$ cat config.mk
export PLATFORM = sky130hd
export DESIGN_NAME = tlul_cmd_intg_gen_reg
export DESIGN_NICKNAME = d
export VERILOG_FILES = /design/src/rtl/tlul_cmd_intg_gen_reg_pkg.sv /design/src/rtl/tlul_pkg.sv /design/src/rtl/tlul_cmd_intg_gen.sv /design/src/rtl/tlul_cmd_intg_gen_reg.sv
export SDC_FILE = /design/constraint.sdc
export NUM_CORES = 1
export LEC_CHECK = 0
export ABC_AREA = 1
export BUFFER_PORTS_ARGS = -buffer_cell sky130_fd_sc_hd__buf_2
export CAP_MARGIN = 0
export CORE_ASPECT_RATIO = 1.25
export CORE_MARGIN = 2
export CORE_UTILIZATION = 53
export DETAILED_ROUTE_END_ITERATION = 7
export PLACE_DENSITY_LB_ADDON = 0.12
export SLEW_MARGIN = 30
export SYNTH_ARGS = -nofsm -noshare
export SYNTH_HDL_FRONTEND = slang
export SYNTH_SLANG_ARGS = --single-unit
$ cat constraint.sdc
create_clock -name clk_i -period 3.4 [get_ports clk_i]
set_input_delay 0.34 -clock clk_i [delete_from_list [all_inputs] [get_ports clk_i]]
set_output_delay 0.34 -clock clk_i [all_outputs]
set_load 0.02 [all_outputs]
$ cat src/rtl/tlul_cmd_intg_gen_reg_pkg.sv
// Local definitions for the registered integrity generator: skid FIFO states and
// the Hsiao SECDED encoders used for command and data integrity.
package tlul_cmd_intg_gen_reg_pkg;

  typedef enum logic [1:0] {
    FifoEmpty = 2'd0,
    FifoOne   = 2'd1,
    FifoFull  = 2'd2
  } fifo_state_e;

  // Check bits of the (64,57) code; the full codeword is {check, data}.
  function automatic logic [6:0] secded_64_57_chk(logic [56:0] d);
    logic [6:0] c;
    c[0] = ^(d & 57'h103FFF800007FFF);
    c[1] = ^(d & 57'h17C1FF801FF801F);
    c[2] = ^(d & 57'h1BDE1F87E0781E1);
    c[3] = ^(d & 57'h1DEEE3B8E388E22);
    c[4] = ^(d & 57'h1EF76CDB2C93244);
    c[5] = ^(d & 57'h1F7BB56D5525488);
    c[6] = ^(d & 57'h1FBDDA769A46910);
    return c;
  endfunction

  function automatic logic [63:0] prim_secded_64_57_enc(logic [56:0] d);
    return {secded_64_57_chk(d), d};
  endfunction

  // Check bits of the (39,32) code; the full codeword is {check, data}.
  function automatic logic [6:0] secded_39_32_chk(logic [31:0] d);
    logic [6:0] c;
    c[0] = ^(d & 32'h2606BD25);
    c[1] = ^(d & 32'hDEBA8050);
    c[2] = ^(d & 32'h413D89AA);
    c[3] = ^(d & 32'h31234ED1);
    c[4] = ^(d & 32'hC2C1323B);
    c[5] = ^(d & 32'h2DCC624C);
    c[6] = ^(d & 32'h98505586);
    return c;
  endfunction

  function automatic logic [38:0] prim_secded_39_32_enc(logic [31:0] d);
    return {secded_39_32_chk(d), d};
  endfunction

endpackage

$ cat src/rtl/tlul_pkg.sv
// TL-UL bus types and command-integrity helpers shared by host/device adapters.
// Reduced slice of the bus package: 32-bit data, 8-bit source.
package tlul_pkg;

  localparam int unsigned H2DCmdMaxWidth  = 57;
  localparam int unsigned H2DCmdIntgWidth = 7;
  localparam int unsigned DataMaxWidth    = 32;
  localparam int unsigned DataIntgWidth   = 7;

  typedef enum logic [2:0] {
    PutFullData    = 3'h0,
    PutPartialData = 3'h1,
    Get            = 3'h4
  } tl_a_op_e;

  typedef enum logic [2:0] {
    AccessAck     = 3'h0,
    AccessAckData = 3'h1
  } tl_d_op_e;

  typedef struct packed {
    logic [4:0]                 rsvd;
    logic [3:0]                 instr_type;
    logic [H2DCmdIntgWidth-1:0] cmd_intg;
    logic [DataIntgWidth-1:0]   data_intg;
  } tl_a_user_t;

  typedef struct packed {
    logic                    a_valid;
    tl_a_op_e                a_opcode;
    logic [2:0]              a_param;
    logic [1:0]              a_size;
    logic [7:0]              a_source;
    logic [31:0]             a_address;
    logic [3:0]              a_mask;
    logic [DataMaxWidth-1:0] a_data;
    tl_a_user_t              a_user;
    logic                    d_ready;
  } tl_h2d_t;

  typedef struct packed {
    logic [H2DCmdIntgWidth-1:0] rsp_intg;
    logic [DataIntgWidth-1:0]   data_intg;
  } tl_d_user_t;

  typedef struct packed {
    logic                    d_valid;
    tl_d_op_e                d_opcode;
    logic [2:0]              d_param;
    logic [1:0]              d_size;
    logic [7:0]              d_source;
    logic [0:0]              d_sink;
    logic [DataMaxWidth-1:0] d_data;
    tl_d_user_t              d_user;
    logic                    d_error;
    logic                    a_ready;
  } tl_d2h_t;

  // Fields covered by the command integrity code, MSB first.
  typedef struct packed {
    logic [3:0]  instr_type;
    logic [31:0] addr;
    tl_a_op_e    opcode;
    logic [3:0]  mask;
  } tl_h2d_cmd_intg_t;

  function automatic tl_h2d_cmd_intg_t extract_h2d_cmd_intg(tl_h2d_t tl);
    tl_h2d_cmd_intg_t cmd;
    cmd.instr_type = tl.a_user.instr_type;
    cmd.addr       = tl.a_address;
    cmd.opcode     = tl.a_opcode;
    cmd.mask       = tl.a_mask;
    return cmd;
  endfunction

endpackage

$ cat src/rtl/tlul_cmd_intg_gen.sv
// Combinational integrity generator: rewrites a_user.cmd_intg (and optionally
// a_user.data_intg) of an A-channel request; every other bit passes through.
module tlul_cmd_intg_gen
  import tlul_pkg::*;
  import tlul_cmd_intg_gen_reg_pkg::*;
#(
  parameter bit EnableDataIntgGen = 1'b1
) (
  input  tl_h2d_t tl_i,
  output tl_h2d_t tl_o
);

  logic [H2DCmdMaxWidth-1:0]  cmd_word_s;
  logic [H2DCmdIntgWidth-1:0] cmd_intg_s;
  logic [DataIntgWidth-1:0]   data_intg_s;

  assign cmd_word_s  = H2DCmdMaxWidth'(extract_h2d_cmd_intg(tl_i));
  assign cmd_intg_s  = secded_64_57_chk(cmd_word_s);
  assign data_intg_s = secded_39_32_chk(tl_i.a_data);

  // Incoming cmd_intg is discarded; the host's value is never trusted.
  always_comb begin
    tl_o                  = tl_i;
    tl_o.a_user.cmd_intg  = cmd_intg_s;
    if (EnableDataIntgGen) begin
      tl_o.a_user.data_intg = data_intg_s;
    end else begin
      tl_o.a_user.data_intg = tl_i.a_user.data_intg;
    end
  end

endmodule

$ cat src/rtl/tlul_cmd_intg_gen_reg.sv
// Registered integrity generator: requests get fresh integrity and pass through a
// 2-entry skid FIFO so host a_ready never depends combinationally on the device.
module tlul_cmd_intg_gen_reg
  import tlul_pkg::*;
  import tlul_cmd_intg_gen_reg_pkg::*;
#(
  parameter bit EnableDataIntgGen = 1'b1
) (
  input  logic    clk_i,
  input  logic    rst_ni,
  input  tl_h2d_t tl_h_i,
  output tl_d2h_t tl_h_o,
  output tl_h2d_t tl_d_o,
  input  tl_d2h_t tl_d_i
);

  // Elaboration-time guard: the command fields must fit the encoder input.
  if ($bits(tl_h2d_cmd_intg_t) > H2DCmdMaxWidth) begin : gen_cmd_width_err
    $fatal(1, "tl_h2d_cmd_intg_t wider than H2DCmdMaxWidth");
  end

  fifo_state_e state_r, state_n;
  tl_h2d_t     gen_s;
  tl_h2d_t     head_r;
  tl_h2d_t     tail_r;
  logic        a_ready_s;
  logic        a_valid_s;
  logic        push_s;
  logic        pop_s;

  tlul_cmd_intg_gen #(
    .EnableDataIntgGen(EnableDataIntgGen)
  ) u_intg_gen (
    .tl_i(tl_h_i),
    .tl_o(gen_s)
  );

  assign a_ready_s = (state_r != FifoFull);
  assign a_valid_s = (state_r != FifoEmpty);
  assign push_s    = tl_h_i.a_valid & a_ready_s;
  assign pop_s     = a_valid_s & tl_d_i.a_ready;

  // FIFO occupancy state register.
  always_ff @(posedge clk_i or negedge rst_ni) begin
    if (!rst_ni) begin
      state_r <= FifoEmpty;
    end else begin
      state_r <= state_n;
    end
  end

  // Occupancy next-state: push and pop together in ONE keeps the FIFO at one entry.
  always_comb begin
    state_n = state_r;
    case (state_r)
      FifoEmpty: begin
        if (push_s) begin
          state_n = FifoOne;
        end else begin
          state_n = FifoEmpty;
        end
      end
      FifoOne: begin
        case ({push_s, pop_s})
          2'b10:   state_n = FifoFull;
          2'b01:   state_n = FifoEmpty;
          default: state_n = FifoOne;
        endcase
      end
      FifoFull: begin
        if (pop_s) begin
          state_n = FifoOne;
        end else begin
          state_n = FifoFull;
        end
      end
      default: state_n = FifoEmpty;
    endcase
  end

  // Entry storage: head_r is always the oldest entry, so the device side reads it directly.
  always_ff @(posedge clk_i or negedge rst_ni) begin
    if (!rst_ni) begin
      head_r <= '0;
      tail_r <= '0;
    end else begin
      case (state_r)
        FifoEmpty: begin
          if (push_s) begin
            head_r <= gen_s;
          end
        end
        FifoOne: begin
          if (push_s && pop_s) begin
            head_r <= gen_s;
          end else if (push_s) begin
            tail_r <= gen_s;
          end
        end
        FifoFull: begin
          if (pop_s) begin
            head_r <= tail_r;
          end
        end
        default: begin
          head_r <= '0;
          tail_r <= '0;
        end
      endcase
    end
  end

  // Device-side request: payload from the oldest entry, d_ready mirrored from the host.
  always_comb begin
    tl_d_o         = head_r;
    tl_d_o.a_valid = a_valid_s;
    tl_d_o.d_ready = tl_h_i.d_ready;
  end

  // Host-side response: D channel is a straight wire, a_ready comes from state only.
  always_comb begin
    tl_h_o         = tl_d_i;
    tl_h_o.a_ready = a_ready_s;
  end

endmodule

==> results of run 1 <==
## state kept, by name (all words and copies together), names as in the netlist
| name | flops |
|---|---|
| tail_r | 107 |
| state_r | 2 |
| tl_d_o | 107 |
## cell usage after synthesis, drive strengths merged
| cell | n | area [um^2] |
|---|---|---|
| buf | 97 | 719 |
| nand3 | 87 | 440 |
| xnor2 | 69 | 612 |
| o21ai | 102 | 510 |
| o22ai | 59 | 369 |
| nor2 | 14 | 57.6 |
| inv | 175 | 657 |
| o221ai | 2 | 35.0 |
| nand3b | 4 | 30.0 |
| mux2 | 93 | 1050 |
| a21boi | 9 | 67.6 |
| a21oi | 20 | 100 |
| a22oi | 2 | 15.0 |
| xor2 | 70 | 621 |
| clkbuf | 39 | 150 |
| nand2 | 361 | 1360 |
| dfrtp | 216 | 5410 |
| or2 | 1 | 6.26 |
| ha | 2 | 25.0 |
## layout by cell type, fill, tap and decap left out, types with 2 or more instances in the layout
master,count
sky130_fd_sc_hd__xnor2_1,68
sky130_fd_sc_hd__mux2_1,62
sky130_fd_sc_hd__xor2_1,69
sky130_fd_sc_hd__a21boi_1,9
sky130_fd_sc_hd__buf_4,7
sky130_fd_sc_hd__nor2_1,12
sky130_fd_sc_hd__clkbuf_16,25
sky130_fd_sc_hd__nand2_1,360
sky130_fd_sc_hd__nand3b_1,4
sky130_fd_sc_hd__o22ai_1,59
sky130_fd_sc_hd__buf_12,5
sky130_fd_sc_hd__o21ai_0,99
sky130_fd_sc_hd__mux2_2,31
sky130_fd_sc_hd__ha_1,2
sky130_fd_sc_hd__inv_1,171
sky130_fd_sc_hd__o21ai_1,2
sky130_fd_sc_hd__nand3_1,86
sky130_fd_sc_hd__dfrtp_1,215
sky130_fd_sc_hd__a21oi_1,20
sky130_fd_sc_hd__clkinv_2,3
sky130_fd_sc_hd__a22oi_1,2
sky130_fd_sc_hd__clkbuf_8,4
sky130_fd_sc_hd__inv_2,3
sky130_fd_sc_hd__clkbuf_1,6
sky130_fd_sc_hd__buf_2,204
## power by group
group / internal, mW / leakage [nW] / switching, mW / total (mW)
Clock: 1.41 / 0.352 / 0.997 / 2.41
Combinational: 2.29 / 4.11 / 3.82 / 6.11
Sequential: 3.85 / 2.64 / 0.551 / 4.41
Total: 7.56 / 7.10 / 5.36 / 12.9
## worst min-delay path, delay by kind of cell
| family | cells | cell delay, ns |
|---|---|---|
| buf+inv | 1 | 0.10 |
| simple gates | 1 | 0.07 |
| compound gates | 1 | 0.06 |
## per-layer routing
metal	vias to the layer above	GRT usage	wire length (um)
met2	227	0.414	14700
met5	-	0	0
met3	71	0.0384	1580
met1	4560	0.303	12200
li1	4672	-	-
met4	0	0.0988	1120
## metrics by stage
step	utilization	instances	setup slack (ns)	power (mW)
6_report	0.601	1833	0.485	12.9
5_1_grt	0.601	1833	0.311	13.9
4_1_cts	0.599	1831	0.449	13.1
3_5_place_dp	0.567	1792	0.484	10.6
3_3_place_gp	0.567	1792	0.541	10.4
2_1_floorplan	-	1422	0.941	9.03
## what timing repair did
action                     in CTS  in global routing
hold buffers                    1                  0
hold endpoints to repair      111                  0
resized for setup               0                  0
setup endpoints to repair       0                  0
## logic make-up after synthesis
kind of cell | share of synthesized area
compound gates | 0.0898
buf+inv | 0.125
mux | 0.0857
flops | 0.442
simple gates | 0.155
xor+xnor | 0.101
fa+ha+maj | 0.00205
## final timing paths
kind | endpoint | start | cells after the start | slack, ns
worst min-delay path | tail_r[62] | tl_h_i[62] | 3 | 0.09
worst max-delay path | tl_h_o[0] | state_r[1] | 5 | 0.48
min in group asynchronous | tail_r[56] | rst_ni | 2 | 0.27
worst max register to register | tl_d_o[79] | state_r[1] | 7 | 0.53
max in group asynchronous | tail_r[29] | rst_ni | 4 | 2.09
worst min register to register | tail_r[10] | tail_r[10] | 2 | 0.48
## cell type report
type                            count  area, um^2
Fill cell                        2074        9110
Sequential cell                   216        5410
Multi-Input combinational cell    895        5310
Timing Repair Buffer              220        1240
Clock buffer                       35         703
Inverter                          175         658
Tap cell                          288         360
Clock inverter                      3        17.5
Antenna cell                        1        2.50
==> flow_summary.toml, run 1 <==
[timing]
clock.fmax_ghz = 0.343
final_period_util = 0.857
setup-tns-final_ns = 0
hold_viol_final = 0
min_period_ns = 2.92
setup_viol = 0
fin_skew_ns = 0.00941
timing_worst_slew_pin_value_ns = 0.871
slew_headroom = 0.419
grt_setup_unrepaired = "no"
report.final.slew_viol_count = 0
finalHoldWorstSlack_ns = 0.0934

[cts]
clk_latency_ns = 0.52
clock_root_cell = "sky130_fd_sc_hd__clkbuf_16"
clock_path_buffers = 3
cts.clk_slew.worst_paths_ns = 0.06
ctsHtreeMaxLevel = 1
clkSinkCount = 216
cts_inserted_buffers = 24
cts_tree = "done"
cts_setup_buffers = 0

[power_and_ir_drop]
irDropWorstVdd_mv = 0.548
total_leakage_power_nw = 7.10
cellPowerDensity_mw_per_mm2 = 944

[drt]
drt-wirelength-per-cell_um = 16.1
drtAntennaViolNets = 0
drt_first_iter_violations = 515
drt-total-wl_mm = 29.5
dr_total_vias = 9530
dr.pass1.iters = 5
drc = 0
route.detailed.vias_per_inst = 5.20

[layout]
area.growth.synth_to_final_pct = 12.0
drive_above_1_share = 0.191
finish.net_count = 1711
finalInstanceArea_mm2 = 0.0137

[yosys]
synth_nets = 1601
yosys_warnings = 0
mean_post_synth_cell_area_um2 = 8.60
post_synth_num_cell_types = 32
synthesis.area_mm2 = 0.0122
synth.ff_latch_count = 216
post_synthesis_cell_count = 1422
synth_seq_area_share = 0.442

[grt]
grt_start_max_net_pins = 115
global_route_wire_length_before_repair_mm = 47.6
globalRouteTotalUtil = 0.241
gr-total-overflow = 0
antenna_violations_before_repair = 2
vias_in_the_first_global_route = 9208

[floorplan]
coreArea_mm2 = 0.0228
floorplan.io_pins = 352
fp.dieH_um = 174
die_width_um = 140
num_rows = 62
die_outline_area_mm2 = 0.0243
initial_core_util = 0.536

[place]
io_buffers = 205
dp.final_hpwl_mm = 20.5
instance_area_at_placement_mm2 = 0.0129
globalplace.congestion = 0.853

[critical_path]
critPathArrivalTime_ns = 2.58
criticalPathCategory = "reg -> out"
critical_path.cell_chain = "clkinv_2 -> nor2_4 -> buf_4 -> inv_2 -> buf_2"
crit_fanout = 50
required_time_of_the_worst_setup_path_ns = 3.06
cp_slowest_stage_delay_ns = 0.52
setup.worst_path.end_class = "output pin"
critical_path.slowest_cell = "sky130_fd_sc_hd__buf_4"
critPathTopFamily = "buffers and inverters"
critPathBufInv = 4
setup.worst_path.start_class = "register"

[hold_path]
min_path_type = "in -> reg"

[status]
status = "finished, final reports clean"

[run]
max_cap_viol_count = 0
No activity file was read; power rests on OpenSTA's default activity.
==> run 2, diff against run 1 <==
--- a/config.mk
+++ b/config.mk
@@ -10,7 +10,7 @@
 export CAP_MARGIN = 0
 export CORE_ASPECT_RATIO = 1.25
 export CORE_MARGIN = 2
-export CORE_UTILIZATION = 53
+export CORE_UTILIZATION = 57
 export DETAILED_ROUTE_END_ITERATION = 7
 export PLACE_DENSITY_LB_ADDON = 0.12
 export SLEW_MARGIN = 30
==> constraint.sdc (replaced) <==
create_clock -name clk_i -period 3.7 [get_ports clk_i]
set_input_delay 0.37 -clock clk_i [delete_from_list [all_inputs] [get_ports clk_i]]
set_output_delay 0.37 -clock clk_i [all_outputs]
set_load 0.02 [all_outputs]
==> run 2 against run 1 <==
Critical endpoint is now tail_r[78]. Die area shrank 6.8%. Global-route usage up 2.4 points. Largest power group unchanged. Highest routed layer is now met5. Clock power up 3%.
==> flow_summary.toml, run 2 (synthesized netlist as in run 1, its figures left out) <==
[drt]
dr_total_vias = 9651
dr.pass1.iters = 5
drc = 0
drtAntennaViolNets = 0
drt-total-wl_mm = 29.9
route.detailed.vias_per_inst = 5.29
drt_first_iter_violations = 499
drt-wirelength-per-cell_um = 16.4

[layout]
layout.cells.most_common = "sky130_fd_sc_hd__nand2_1"
area.growth.synth_to_final_pct = 12.3
drive_above_1_share = 0.196
finish.net_count = 1711
layout_common_cells = "360 x sky130_fd_sc_hd__nand2_1, 215 x sky130_fd_sc_hd__dfrtp_1, 204 x sky130_fd_sc_hd__buf_2"

[timing]
final_period_util = 0.791
clock.fmax_ghz = 0.342
report.final.slew_viol_count = 0
grt_setup_unrepaired = "no"
slew_headroom = 0.376
hold_viol_final = 0
setup-tns-final_ns = 0
min_period_ns = 2.93
fin_skew_ns = 0.00968
setup_viol = 0
timing_worst_slew_pin_value_ns = 0.936

[cts]
cts.repair.resized = 0
clock_root_cell = "sky130_fd_sc_hd__clkbuf_16"
clock_path_buffers = 3
clkSinkCount = 216
ctsHtreeMaxLevel = 1
cts_inserted_buffers = 23
clk_latency_ns = 0.52
cts.clk_slew.worst_paths_ns = 0.06
cts_tree = "done"

[floorplan]
initial_core_util = 0.583
coreArea_mm2 = 0.0210
die_outline_area_mm2 = 0.0226
num_rows = 59
floorplan.io_pins = 352
fp.dieH_um = 168
die_width_um = 135

[power_and_ir_drop]
total_leakage_power_nw = 7.13
cellPowerDensity_mw_per_mm2 = 888
design_power_total_mw = 12.2
irDropWorstVdd_mv = 0.806

[critical_path]
critPathArrivalTime_ns = 3.35
setup.worst_path.end_class = "register"
required_time_of_the_worst_setup_path_ns = 4.13
critical_path.cell_chain = "clkinv_2 -> nor2_4 -> nor2_1 -> ha_1 -> nor2_1 -> o21ai_4 -> inv_2 -> buf_4 -> nand3_1 -> o21ai_0"
crit_path_frequent_cell = "sky130_fd_sc_hd__nor2_1"
setup.worst_path.start_class = "register"
critPathBufInv = 3
worst-r2r-cell-count = 10
cp_slowest_stage_delay_ns = 0.73
crit_cells = 10
criticalPathCategory = "reg -> reg"
crit_fanout = 26
critPathTopFamily = "buffers and inverters"
critical_path.slowest_cell = "sky130_fd_sc_hd__dfrtp_2"
reg2reg_setup_slack_ns = 0.77

[run]
max_cap_viol_count = 0

[status]
status = "finished, final reports clean"

[hold_path]
timing.hold.worst_path_depth = 3
min_path_type = "in -> reg"

[place]
globalplace.congestion = 0.855
io_buffers = 205
dp.final_hpwl_mm = 20.4

[grt]
vias_in_the_first_global_route = 9535
gr-total-overflow = 0
grt_start_max_net_pins = 101
globalRouteTotalUtil = 0.265
global_route_wire_length_before_repair_mm = 48.2
antenna_violations_before_repair = 2
[run 2: cell count changes in the layout (fill, tap and decap cells not counted), moves of 2 or more]
cell / delta
sky130_fd_sc_hd__buf_12: -3
sky130_fd_sc_hd__clkinv_2: +2
sky130_fd_sc_hd__buf_4: +6
sky130_fd_sc_hd__clkbuf_16: -2
sky130_fd_sc_hd__clkinvlp_4: +2
sky130_fd_sc_hd__clkbuf_1: -4
sky130_fd_sc_hd__bufinv_16: +4
[run 2: final timing paths]
check	end	start
min in group asynchronous	tl_d_o[65]	rst_ni
min reg2reg	tl_d_o[87]	tl_d_o[87]
max reg2reg	tail_r[78]	state_r[1]
max in group asynchronous	tail_r[92]	rst_ni
min	tail_r[37]	tl_h_i[37]
max	tail_r[78]	state_r[1]
[run 2: metrics by stage]
stage / hold WS, ns / instance area, um^2 / utilization / setup slack (ns) / cells
detailed placement: 0.465 / 12900 / 0.615 / 0.821 / 1780
finish: 0.139 / 13700 / 0.655 / 0.774 / 1824
global placement: 0.462 / 12900 / 0.615 / 0.880 / 1780
floorplan: 0.0744 / 12200 / - / 1.24 / 1422
CTS: 0.119 / 13700 / 0.655 / 0.758 / 1823
global route: 0.133 / 13700 / 0.655 / 0.516 / 1824
[run 2: what timing repair did]
item | 4_1_cts | 5_1_grt
hold buffers | 1 | 0
setup buffers | 0 | 0
hold endpoints to repair | 96 | 0
setup endpoints to repair | 0 | 0
[run 2: layout make-up]
type,count,area [um^2]
diodes,1,2.50
clock buffers,30,652
clock inverters,12,171
fillers,1829,7240
inverters,175,658
multi-input cells,895,5310
flip-flops and latches,216,5410
well taps,274,343
repair buffers,221,1180
[run 2: power by group]
group / switching, mW / internal [mW]
sequential: 0.556 / 3.54
clock: 0.968 / 1.52
combinational: 3.51 / 2.10
[run 2: worst register-to-register path: stages (launching register included)]
cell                       delay (ns)
sky130_fd_sc_hd__dfrtp_2         0.73
sky130_fd_sc_hd__clkinv_2        0.17
sky130_fd_sc_hd__nor2_4          0.34
sky130_fd_sc_hd__nor2_1          0.13
sky130_fd_sc_hd__ha_1            0.27
sky130_fd_sc_hd__nor2_1          0.25
sky130_fd_sc_hd__o21ai_4         0.08
sky130_fd_sc_hd__inv_2           0.36
sky130_fd_sc_hd__buf_4           0.31
sky130_fd_sc_hd__nand3_1         0.09
sky130_fd_sc_hd__o21ai_0         0.12
[run 2: routing by layer]
layer | GRT usage | wire length, um | up-vias
li1 | - | - | 4679
met1 | 0.323 | 12100 | 4609
met2 | 0.460 | 14800 | 271
met3 | 0.0469 | 1810 | 90
met4 | 0.114 | 1230 | 2
met5 | 0 | 8 | -
